==> src/rtl/rtc_ctrl_module.sv <==
// DS1302 RTC controller: disables write protect after reset, then services time
// set requests and periodic hour/minute/second reads through a byte engine.
module rtc_ctrl_module #(
  parameter int unsigned POLL_PERIOD = 25000000
) (
  input  logic       CLK,
  input  logic       RSTn,
  input  logic       set_req,
  input  logic [7:0] set_hour,
  input  logic [7:0] set_min,
  input  logic [7:0] set_sec,
  output logic [1:0] func_start_sig,
  output logic [7:0] words_addr,
  output logic [7:0] write_data,
  input  logic [7:0] read_data,
  input  logic       func_done_sig,
  output logic [7:0] time_hour,
  output logic [7:0] time_min,
  output logic [7:0] time_sec,
  output logic       time_valid,
  output logic       busy
);

  localparam int unsigned CW = (POLL_PERIOD > 1) ? $clog2(POLL_PERIOD) : 1;
  localparam logic [CW-1:0] POLL_LAST = CW'(POLL_PERIOD - 1);

  typedef enum logic [2:0] {
    INIT_WP, IDLE, SET_H, SET_M, SET_S, RD_H, RD_M, RD_S
  } state_t;

  state_t        state, state_next, seq_next;
  logic [1:0]    start_next;
  logic [7:0]    addr_next, data_next;
  logic          cmd_wr;
  logic [7:0]    cmd_addr, cmd_data;
  logic          cmd_done;
  logic          leave_set, leave_poll;
  logic          set_pend, poll_pend;
  logic [7:0]    set_hour_q, set_min_q, set_sec_q;
  logic [7:0]    sh_hour, sh_min, sh_sec;
  logic          upd_pend;
  logic [CW-1:0] poll_cnt;
  logic          poll_wrap;

  assign busy      = (state != IDLE);
  assign poll_wrap = (poll_cnt == POLL_LAST);
  assign cmd_done  = (func_start_sig != 2'b00) && func_done_sig;

  // Command issued by each sequence state and the state that follows it.
  always_comb begin
    cmd_wr   = 1'b0;
    cmd_addr = '0;
    cmd_data = '0;
    seq_next = IDLE;
    case (state)
      INIT_WP: begin cmd_wr = 1'b1; cmd_addr = 8'h8E; end
      SET_H:   begin cmd_wr = 1'b1; cmd_addr = 8'h84; cmd_data = set_hour_q; seq_next = SET_M; end
      SET_M:   begin cmd_wr = 1'b1; cmd_addr = 8'h82; cmd_data = set_min_q;  seq_next = SET_S; end
      SET_S:   begin cmd_wr = 1'b1; cmd_addr = 8'h80; cmd_data = {1'b0, set_sec_q[6:0]}; end
      RD_H:    begin cmd_addr = 8'h85; seq_next = RD_M; end
      RD_M:    begin cmd_addr = 8'h83; seq_next = RD_S; end
      RD_S:    begin cmd_addr = 8'h81; end
      default: ;
    endcase
  end

  // A state issues its command only while start is idle, so every command is
  // preceded by at least one full cycle of 00 after the previous completion.
  always_comb begin
    state_next = state;
    start_next = func_start_sig;
    addr_next  = words_addr;
    data_next  = write_data;
    leave_set  = 1'b0;
    leave_poll = 1'b0;
    if (state == IDLE) begin
      if (set_pend) begin
        state_next = SET_H;
        leave_set  = 1'b1;
      end else if (poll_pend) begin
        state_next = RD_H;
        leave_poll = 1'b1;
      end
    end else if (func_start_sig == 2'b00) begin
      start_next = cmd_wr ? 2'b10 : 2'b01;
      addr_next  = cmd_addr;
      data_next  = cmd_data;
    end else if (func_done_sig) begin
      start_next = 2'b00;
      state_next = seq_next;
    end
  end

  always_ff @(posedge CLK or negedge RSTn) begin
    if (!RSTn) begin
      state          <= INIT_WP;
      func_start_sig <= '0;
      words_addr     <= '0;
      write_data     <= '0;
    end else begin
      state          <= state_next;
      func_start_sig <= start_next;
      words_addr     <= addr_next;
      write_data     <= data_next;
    end
  end

  always_ff @(posedge CLK or negedge RSTn) begin
    if (!RSTn) begin
      poll_cnt   <= '0;
      poll_pend  <= 1'b0;
      set_pend   <= 1'b0;
      set_hour_q <= '0;
      set_min_q  <= '0;
      set_sec_q  <= '0;
      sh_hour    <= '0;
      sh_min     <= '0;
      sh_sec     <= '0;
      upd_pend   <= 1'b0;
      time_hour  <= '0;
      time_min   <= '0;
      time_sec   <= '0;
      time_valid <= 1'b0;
    end else begin
      poll_cnt <= poll_wrap ? '0 : poll_cnt + 1'b1;

      if (poll_wrap)       poll_pend <= 1'b1;
      else if (leave_poll) poll_pend <= 1'b0;

      // A coincident request keeps set_pend high so the new values are not lost.
      if (set_req) begin
        set_hour_q <= set_hour;
        set_min_q  <= set_min;
        set_sec_q  <= set_sec;
        set_pend   <= 1'b1;
      end else if (leave_set) begin
        set_pend <= 1'b0;
      end

      upd_pend   <= 1'b0;
      time_valid <= 1'b0;
      if (cmd_done) begin
        case (state)
          RD_H:    sh_hour <= read_data;
          RD_M:    sh_min  <= read_data;
          RD_S:    begin sh_sec <= read_data; upd_pend <= 1'b1; end
          default: ;
        endcase
      end
      if (upd_pend) begin
        time_hour  <= sh_hour;
        time_min   <= sh_min;
        time_sec   <= sh_sec & 8'h7F;
        time_valid <= 1'b1;
      end
    end
  end

endmodule

==> config.mk <==
export PLATFORM = sky130hd
export DESIGN_NAME = rtc_ctrl_module
export DESIGN_NICKNAME = d
export VERILOG_FILES = /design/src/rtl/rtc_ctrl_module.sv
export SDC_FILE = /design/constraint.sdc
export NUM_CORES = 1
export LEC_CHECK = 0
export ABC_CLOCK_PERIOD_IN_PS = 2340
export CAP_MARGIN = 5
export CORE_MARGIN = 2
export CORE_UTILIZATION = 50
export CTS_BUF_LIST = sky130_fd_sc_hd__clkbuf_8
export CTS_CLUSTER_SIZE = 12
export DETAILED_ROUTE_END_ITERATION = 10
export PLACE_DENSITY = 0.83
export SLEW_MARGIN = 20
export SYNTH_ARGS = -nofsm -noshare
export SYNTH_HDL_FRONTEND = slang
export SYNTH_SLANG_ARGS = --single-unit
==> constraint.sdc <==
create_clock -name CLK -period 2.34 [get_ports CLK]
set_input_delay 0.468 -clock CLK [delete_from_list [all_inputs] [get_ports CLK]]
set_output_delay 0.468 -clock CLK [all_outputs]
set_load 0.05 [all_outputs]
==> results.py, run 1 <==
metrics = {
    "clock_network": {
        "clk_pin_slew_ns": 0.08,
        "clk_latency_ns": 0.42,
        "clock_sinks": 116,
        "cts_tree": "yes",
        "h-tree-depth": 4,
        "cts_buffer_depth": 2,
        "cts-root-buf": "clkbuf_8",
        "cts_made_buffers": 17,
    },
    "placed_design": {
        "port_buffers": 74,
        "place_hpwl_mm": 6.95,
        "gp_congestion": 0.808,
        "placed_cells": 587,
    },
    "synth": {
        "synth_top_area_share": 0.588,
        "synth_area_leaders": "dfrtp_1 59%, mux2_2 18%, a22oi_1 2.0%",
        "yosysWarnings": 0,
        "synth-compound-area-share": 0.0743,
        "synth-edff-count": 0,
        "syn_inst": 388,
        "synthMuxAreaShare": 0.180,
        "synth.ff_latch_count": 116,
        "synth-async-reset-ratio": 1.00,
        "synthSimpleGateAreaFrac": 0.102,
        "synth_top_family_by_area": "multiplexers",
        "ys_seq_area_frac": 0.588,
        "synth_area_mm2": 0.00494,
        "synthDistinctLibCells": 47,
        "synth_largest_area_cell": "dfrtp_1",
        "synthAdderAreaFrac": 0.00253,
        "synth_ff_type": "dfrtp_1",
        "syn_avg_cell_area_um2": 12.7,
        "synth-xor-area-share": 0.0284,
    },
    "die": {
        "die_area_mm2": 0.0107,
        "start_util": 0.510,
        "rows": 36,
        "io_pins": 80,
        "fp.dieW_um": 103,
        "core_mm2": 0.00968,
        "die_h_um": 103,
    },
    "status": {
        "status": "finished clean",
    },
    "pwr": {
        "irDropWorstVdd_uv": 549,
        "p_seq_frac": 0.389,
        "switchingPower_w": 0.00296,
        "p_clk_frac": 0.217,
        "combPwrFrac": 0.395,
        "internal_power_w": 0.00458,
        "cellPowerDensity_mw_per_mm2": 1220,
        "total_power_w": 0.00755,
        "p_leak_nw": 2.68,
        "sw_frac_of_total": 0.393,
    },
    "global_route": {
        "grt_first_pass_wirelength_mm": 16.9,
        "track_usage": 0.206,
        "antenna_found_initial": 0,
        "grt_remaining_overflow": 0,
        "grt_pass1_vias": 3506,
        "grt_max_degree": 49,
    },
    "drt": {
        "drt-total-wl_mm": 9.97,
        "drtAntennaViolNets": 0,
        "drt_iter0_drc": 155,
        "wl_per_cell_um": 16.1,
        "dr.pass1.iters": 6,
        "viasPerCell": 5.42,
        "drc": 0,
        "route.vias.total": 3354,
    },
    "finish": {
        "multi_input_area_mm2": 0.00192,
        "nets": 511,
        "final_layout_size_suffix_gt1_frac": 0.263,
        "syn2layout_area_growth_pct": 25.8,
        "finalNonFillerCells": 619,
        "regArea_mm2": 0.00290,
        "diodes": 0,
        "fill_cells": 738,
    },
    "worst_setup_path": {
        "cp_num_buf_inv": 1,
        "crit_arrival_ns": 1.72,
        "crit_type": "reg -> out",
        "cp_cell_sequence": "clkdlybuf4s50_1",
        "cp_slowest_stage_delay_ns": 0.85,
        "critPathMaxFanout": 6,
        "cp_slowest_cell": "clkdlybuf4s50_1",
        "cp_top_family": "buffers and inverters",
        "cp-end-kind": "primary output",
        "startpoint_type": "register",
        "crit_required_ns": 1.87,
    },
    "timing": {
        "period_minus_slack_ns": 2.18,
        "fin_worst_skew_ns": 0.0149,
        "tightest_slew_ns": 0.563,
        "timing.fmax_mhz": 458,
        "slew_headroom": 0.624,
        "hold_viol": 0,
        "finalSetupTns_ns": 0,
        "rsz0062_at_grt": "no",
        "finalSetupViolCount": 0,
        "drv_slew": 0,
        "fin_crit_sh": 0.933,
    },
    "flow_run": {
        "cap_violations": 0,
    },
    "worst_hold_path": {
        "hold_class": "reg -> reg",
    },
}
==> path summary, 6_finish.rpt <==
check                      cells after the start         startpoint           endpoint  slack, ns
max                                            1  func_start_sig[1]  func_start_sig[1]       0.16
min                                            1      words_addr[7]      words_addr[7]       0.48
max reg2reg                                    5        poll_cnt[0]       poll_cnt[24]       0.17
min reg2reg                                    1      words_addr[7]      words_addr[7]       0.48
max in group asynchronous                      3               RSTn        poll_cnt[5]       1.07
min in group asynchronous                      2               RSTn        time_min[2]       0.53
==> power groups by stage <==
stage               sequential, W  combinational, W  clock, W
finish                    0.00294           0.00298   0.00163
global route              0.00300           0.00316   0.00178
CTS                       0.00294           0.00300   0.00166
detailed placement        0.00297           0.00298         0
global placement          0.00292           0.00291         0
floorplan                 0.00379           0.00116         0
==> sequential cells by signal, indices dropped and copies added (netlist names), 3 cells and up <==
name,count
poll_cnt,25
set_hour_q,8
set_min_q,8
set_sec_q,7
sh_hour,8
sh_min,8
sh_sec,7
state,3
time_hour,8
time_min,8
time_sec,7
words_addr,5
write_data,8
==> cell type report <==
type	instances	share of cell area
Tap cell	133	0.0268
Inverter	5	0.00302
Timing Repair Buffer	87	0.137
Clock inverter	14	0.0187
Multi-Input combinational cell	247	0.310
Clock buffer	17	0.0377
Sequential cell	116	0.467
==> repair_timing <==
action,in CTS,in global routing
hold buffers,1,0
resized for setup,0,0
buffers inserted,0,0
hold endpoints to repair,31,0
==> Yosys cell counts (2+ instances only) <==
| cell | count |
|---|---|
| clkbuf_1 | 15 |
| dfrtp_1 | 116 |
| nand4_1 | 8 |
| nor4_1 | 3 |
| a22oi_1 | 13 |
| nor2_1 | 18 |
| a21o_1 | 2 |
| nand3_1 | 8 |
| nor2b_1 | 3 |
| o31ai_1 | 3 |
| o221ai_1 | 2 |
| nand2b_1 | 4 |
| nand2_1 | 15 |
| buf_1 | 2 |
| nand3b_1 | 2 |
| nor3_1 | 3 |
| buf_4 | 4 |
| or4_1 | 2 |
| xnor2_1 | 7 |
| xor2_1 | 9 |
| or2_2 | 2 |
| mux2_2 | 77 |
| and3_1 | 7 |
| a21oi_1 | 8 |
| nand4b_1 | 2 |
| mux2i_1 | 2 |
| o2bb2ai_1 | 2 |
| or3_1 | 3 |
| inv_1 | 5 |
| o21ai_0 | 19 |
| nor3_2 | 2 |
| buf_2 | 2 |
| a31oi_1 | 2 |
| and2_1 | 3 |
==> through the flow <==
stage	setup slack [ns]	area, um2	utilization	hold slack (ns)
final	0.157	6210	0.641	0.482
after global routing	0.0493	6210	0.641	0.515
after CTS	0.116	6210	0.641	0.488
after detailed placement	0.190	5850	0.604	0.447
after global placement	0.217	5850	0.604	0.438
after floorplan	0.343	4950	-	0.172
==> routing by layer <==
layer,vias to the layer above,part of all wire,GRT usage,wire (um)
met4,0,0.0066,0.0810,66
met5,-,0,0,0
met2,88,0.51,0.331,5070
met1,1698,0.44,0.272,4420
li1,1562,-,-,-
met3,6,0.041,0.0497,405
==> logic make-up (layout without fill, tap and decap cells) <==
family / count (synthesis) / after routing
AND/OR/NAND/NOR: 90 / 90
other: 1 / 4
AO/OA/AOI/OAI: 57 / 57
multiplexers: 79 / 79
adder cells (fa/ha/maj): 1 / 1
XOR/XNOR: 16 / 16
buffers and inverters: 28 / 123
flip-flops: 116 / 116
==> placed cells by master, fill, tap and decap left out, types with 3 or more instances in the layout <==
master,n
o31ai_1,3
nor4_1,3
dfrtp_1,116
nand3_1,8
o21ai_0,19
clkinv_4,3
clkinv_2,5
and2_1,3
a21oi_1,8
nor2_1,18
a22oi_1,13
and3_1,7
or3_1,3
clkdlybuf4s50_1,72
clkbuf_8,17
nor3_1,3
xor2_1,9
nor2b_1,3
buf_4,13
nand4_1,8
nand2_1,15
conb_1,4
nand2b_1,4
inv_1,6
clkinvlp_4,3
xnor2_1,7
mux2_2,77
(Power assumes the default switching activity.)
==> run 2, diff against run 1 <==
Settings changed: ABC_AREA from default to 1, CORE_ASPECT_RATIO from default to 0.8.
==> run 2 against run 1 <==
Compared with the run above:
- fmax rose by 3.4%
- setup slack improved by 0.072 ns
- utilization is 0.50 points lower
- register-to-register slack better by 0.60 ns
- sequential power fell by 7.5%
- area after synthesis increased by 6.2%
- routed wire length rose by 16%
- cell count up 34%
- largest cell class unchanged
==> results.py, run 2 <==
metrics = {
    "drt": {
        "wl_per_cell_um": 13.9,
        "drt_iter0_drc": 346,
        "route.vias.total": 4141,
        "drt-total-wl_mm": 11.6,
        "drtAntennaViolNets": 0,
        "dr.pass1.iters": 5,
        "drc": 0,
        "viasPerCell": 4.98,
    },
    "worst_setup_path": {
        "cp_slowest_cell": "clkdlybuf4s50_1",
        "crit_cells": 1,
        "r2r_slack_ns": 0.77,
        "cp_top_family": "buffers and inverters",
        "critPathMaxFanout": 3,
        "crit_required_ns": 1.87,
        "cp_cell_sequence": "clkdlybuf4s50_1",
        "startpoint_type": "register",
        "crit_arrival_ns": 1.64,
        "cp-end-kind": "primary output",
        "crit_type": "reg -> out",
        "cp_num_buf_inv": 1,
        "r2r_cells": 5,
        "cp_slowest_stage_delay_ns": 0.84,
    },
    "placed_design": {
        "place_hpwl_mm": 8.32,
        "port_buffers": 74,
        "gp_congestion": 0.921,
    },
    "synth": {
        "syn_inst": 592,
        "synth_area_mm2": 0.00524,
        "synth_area_leaders": "dfrtp_1 55%, nand2_1 15%, mux2_2 4.9%",
        "syn_avg_cell_area_um2": 8.85,
        "synth_top_area_share": 0.554,
        "ys_seq_area_frac": 0.554,
        "yosysWarnings": 0,
        "synthDistinctLibCells": 34,
        "ys_top_cells_by_count": "213 x nand2_1, 116 x dfrtp_1, 62 x nor2_1, 49 x inv_1",
        "synth_largest_area_cell": "dfrtp_1",
        "yosysMostFrequentCell": "nand2_1",
        "synth-edff-count": 0,
        "synth_ff_type": "dfrtp_1",
        "synth-async-reset-ratio": 1.00,
        "synth.ff_latch_count": 116,
    },
    "timing": {
        "finalSetupViolCount": 0,
        "timing.fmax_mhz": 474,
        "period_minus_slack_ns": 2.11,
        "finalSetupTns_ns": 0,
        "hold_viol": 0,
        "drv_slew": 0,
        "fin_crit_sh": 0.902,
        "tightest_slew_ns": 0.618,
        "slew_headroom": 0.588,
        "fin_worst_skew_ns": 0.0105,
        "rsz0062_at_grt": "no",
    },
    "global_route": {
        "grt_first_pass_wirelength_mm": 19.1,
        "antenna_found_initial": 0,
        "grt_max_degree": 51,
        "grt_remaining_overflow": 0,
        "grt_pass1_vias": 3941,
        "track_usage": 0.219,
    },
    "finish": {
        "final_layout_size_suffix_gt1_frac": 0.140,
        "regMostFlops": "poll_cnt",
        "nets": 715,
        "diodes": 0,
        "syn2layout_area_growth_pct": 24.3,
        "final_common_cell": "nand2_1",
        "largest_register_ffs": 25,
        "final_cell_mix": "213 x nand2_1, 116 x dfrtp_1, 72 x clkdlybuf4s50_1, 62 x nor2_1, 50 x inv_1",
    },
    "clock_network": {
        "clk_latency_ns": 0.43,
        "cts_buffer_depth": 2,
        "h-tree-depth": 4,
        "cts-root-buf": "clkbuf_8",
        "cts_tree": "yes",
        "cts_made_buffers": 17,
        "clock_sinks": 116,
        "clk_pin_slew_ns": 0.06,
    },
    "status": {
        "status": "finished clean",
    },
    "die": {
        "die_area_mm2": 0.0113,
        "core_mm2": 0.0102,
        "start_util": 0.512,
        "rows": 33,
        "fp.dieW_um": 118,
        "io_pins": 80,
        "die_h_um": 95.6,
    },
    "pwr": {
        "total_power_w": 0.00686,
        "cellPowerDensity_mw_per_mm2": 1050,
        "p_leak_nw": 3.16,
        "irDropWorstVdd_uv": 681,
    },
    "flow_run": {
        "cap_violations": 0,
    },
    "worst_hold_path": {
        "hold_class": "reg -> reg",
        "hold_depth": 2,
    },
}
-- run 2: cell types whose count changed in the layout (fill, tap and decap cells not counted), moves of 5 or more --
cell and change:
nor2_2 +6, a21oi_1 -6, nand2_1 +198, nor2_1 +44, inv_1 +44, nand4_1 -5, buf_4 -6, nor3_1 +6
and3_1 -7, nand3_1 +15, o21ai_2 +15, a22oi_1 -13, mux2_2 -54
-- run 2: cell type report --
cell class              instances  area, um2
fillers                       853       3720
flip-flops and latches        116       2900
multi-input cells             409       2040
repair buffers                 81        803
clock buffers                  19        262
inverters                      53        199
well taps                     140        175
clock inverters                13        133
-- run 2: path summary, 6_finish.rpt --
path | start | end
min in group asynchronous | RSTn | poll_cnt[11]
max reg2reg | func_start_sig[1] | sh_sec[2]
min reg2reg | words_addr[0] | words_addr[0]
max in group asynchronous | RSTn | write_data[7]
min | words_addr[0] | words_addr[0]
max | func_start_sig[1] | func_start_sig[1]
-- run 2: cell families (layout without fill, tap and decap cells) --
group	after synthesis	after routing	synth area share
AND/OR/NAND/NOR	329	329	0.261
flip-flops	116	116	0.554
buffers and inverters	70	166	0.0590
AO/OA/AOI/OAI	39	39	0.0520
multiplexers	23	23	0.0494
XOR/XNOR	13	13	0.0217
adder cells (fa/ha/maj)	1	1	0.00239
other	1	4	0.000715
-- run 2: where the power goes --
group	total, W	internal, W	switching [W]
clock	0.00181	0.000997	0.000814
sequential	0.00272	0.00243	0.000287
combinational	0.00233	0.000779	0.00155
total	0.00686	0.00421	0.00265
-- run 2: through the flow --
step                      utilization  hold WS, ns  setup WS (ns)  area [um2]  cells
after global routing            0.636        0.493          0.167        6520    831
after CTS                       0.636        0.466          0.181        6520    831
after floorplan                     -        0.172          0.691        5250    595
after global placement          0.597        0.397          0.290        6110    798
final                           0.636        0.470          0.228        6520    831
after detailed placement        0.597        0.400          0.215        6110    798
-- run 2: timing repair --
action,4_1_cts,5_1_grt
setup endpoints to repair,0,0
endpoints found under the hold margin,23,0
resized for setup,0,0
hold buffers,1,0
buffers inserted,0,0
-- run 2: metal layers --
layer	global-route usage	vias up	wire length, um
met3	0.0592	15	618
li1	-	2019	-
met4	0.0774	0	136
met1	0.291	1978	5260
met5	0	-	0
met2	0.352	129	5540
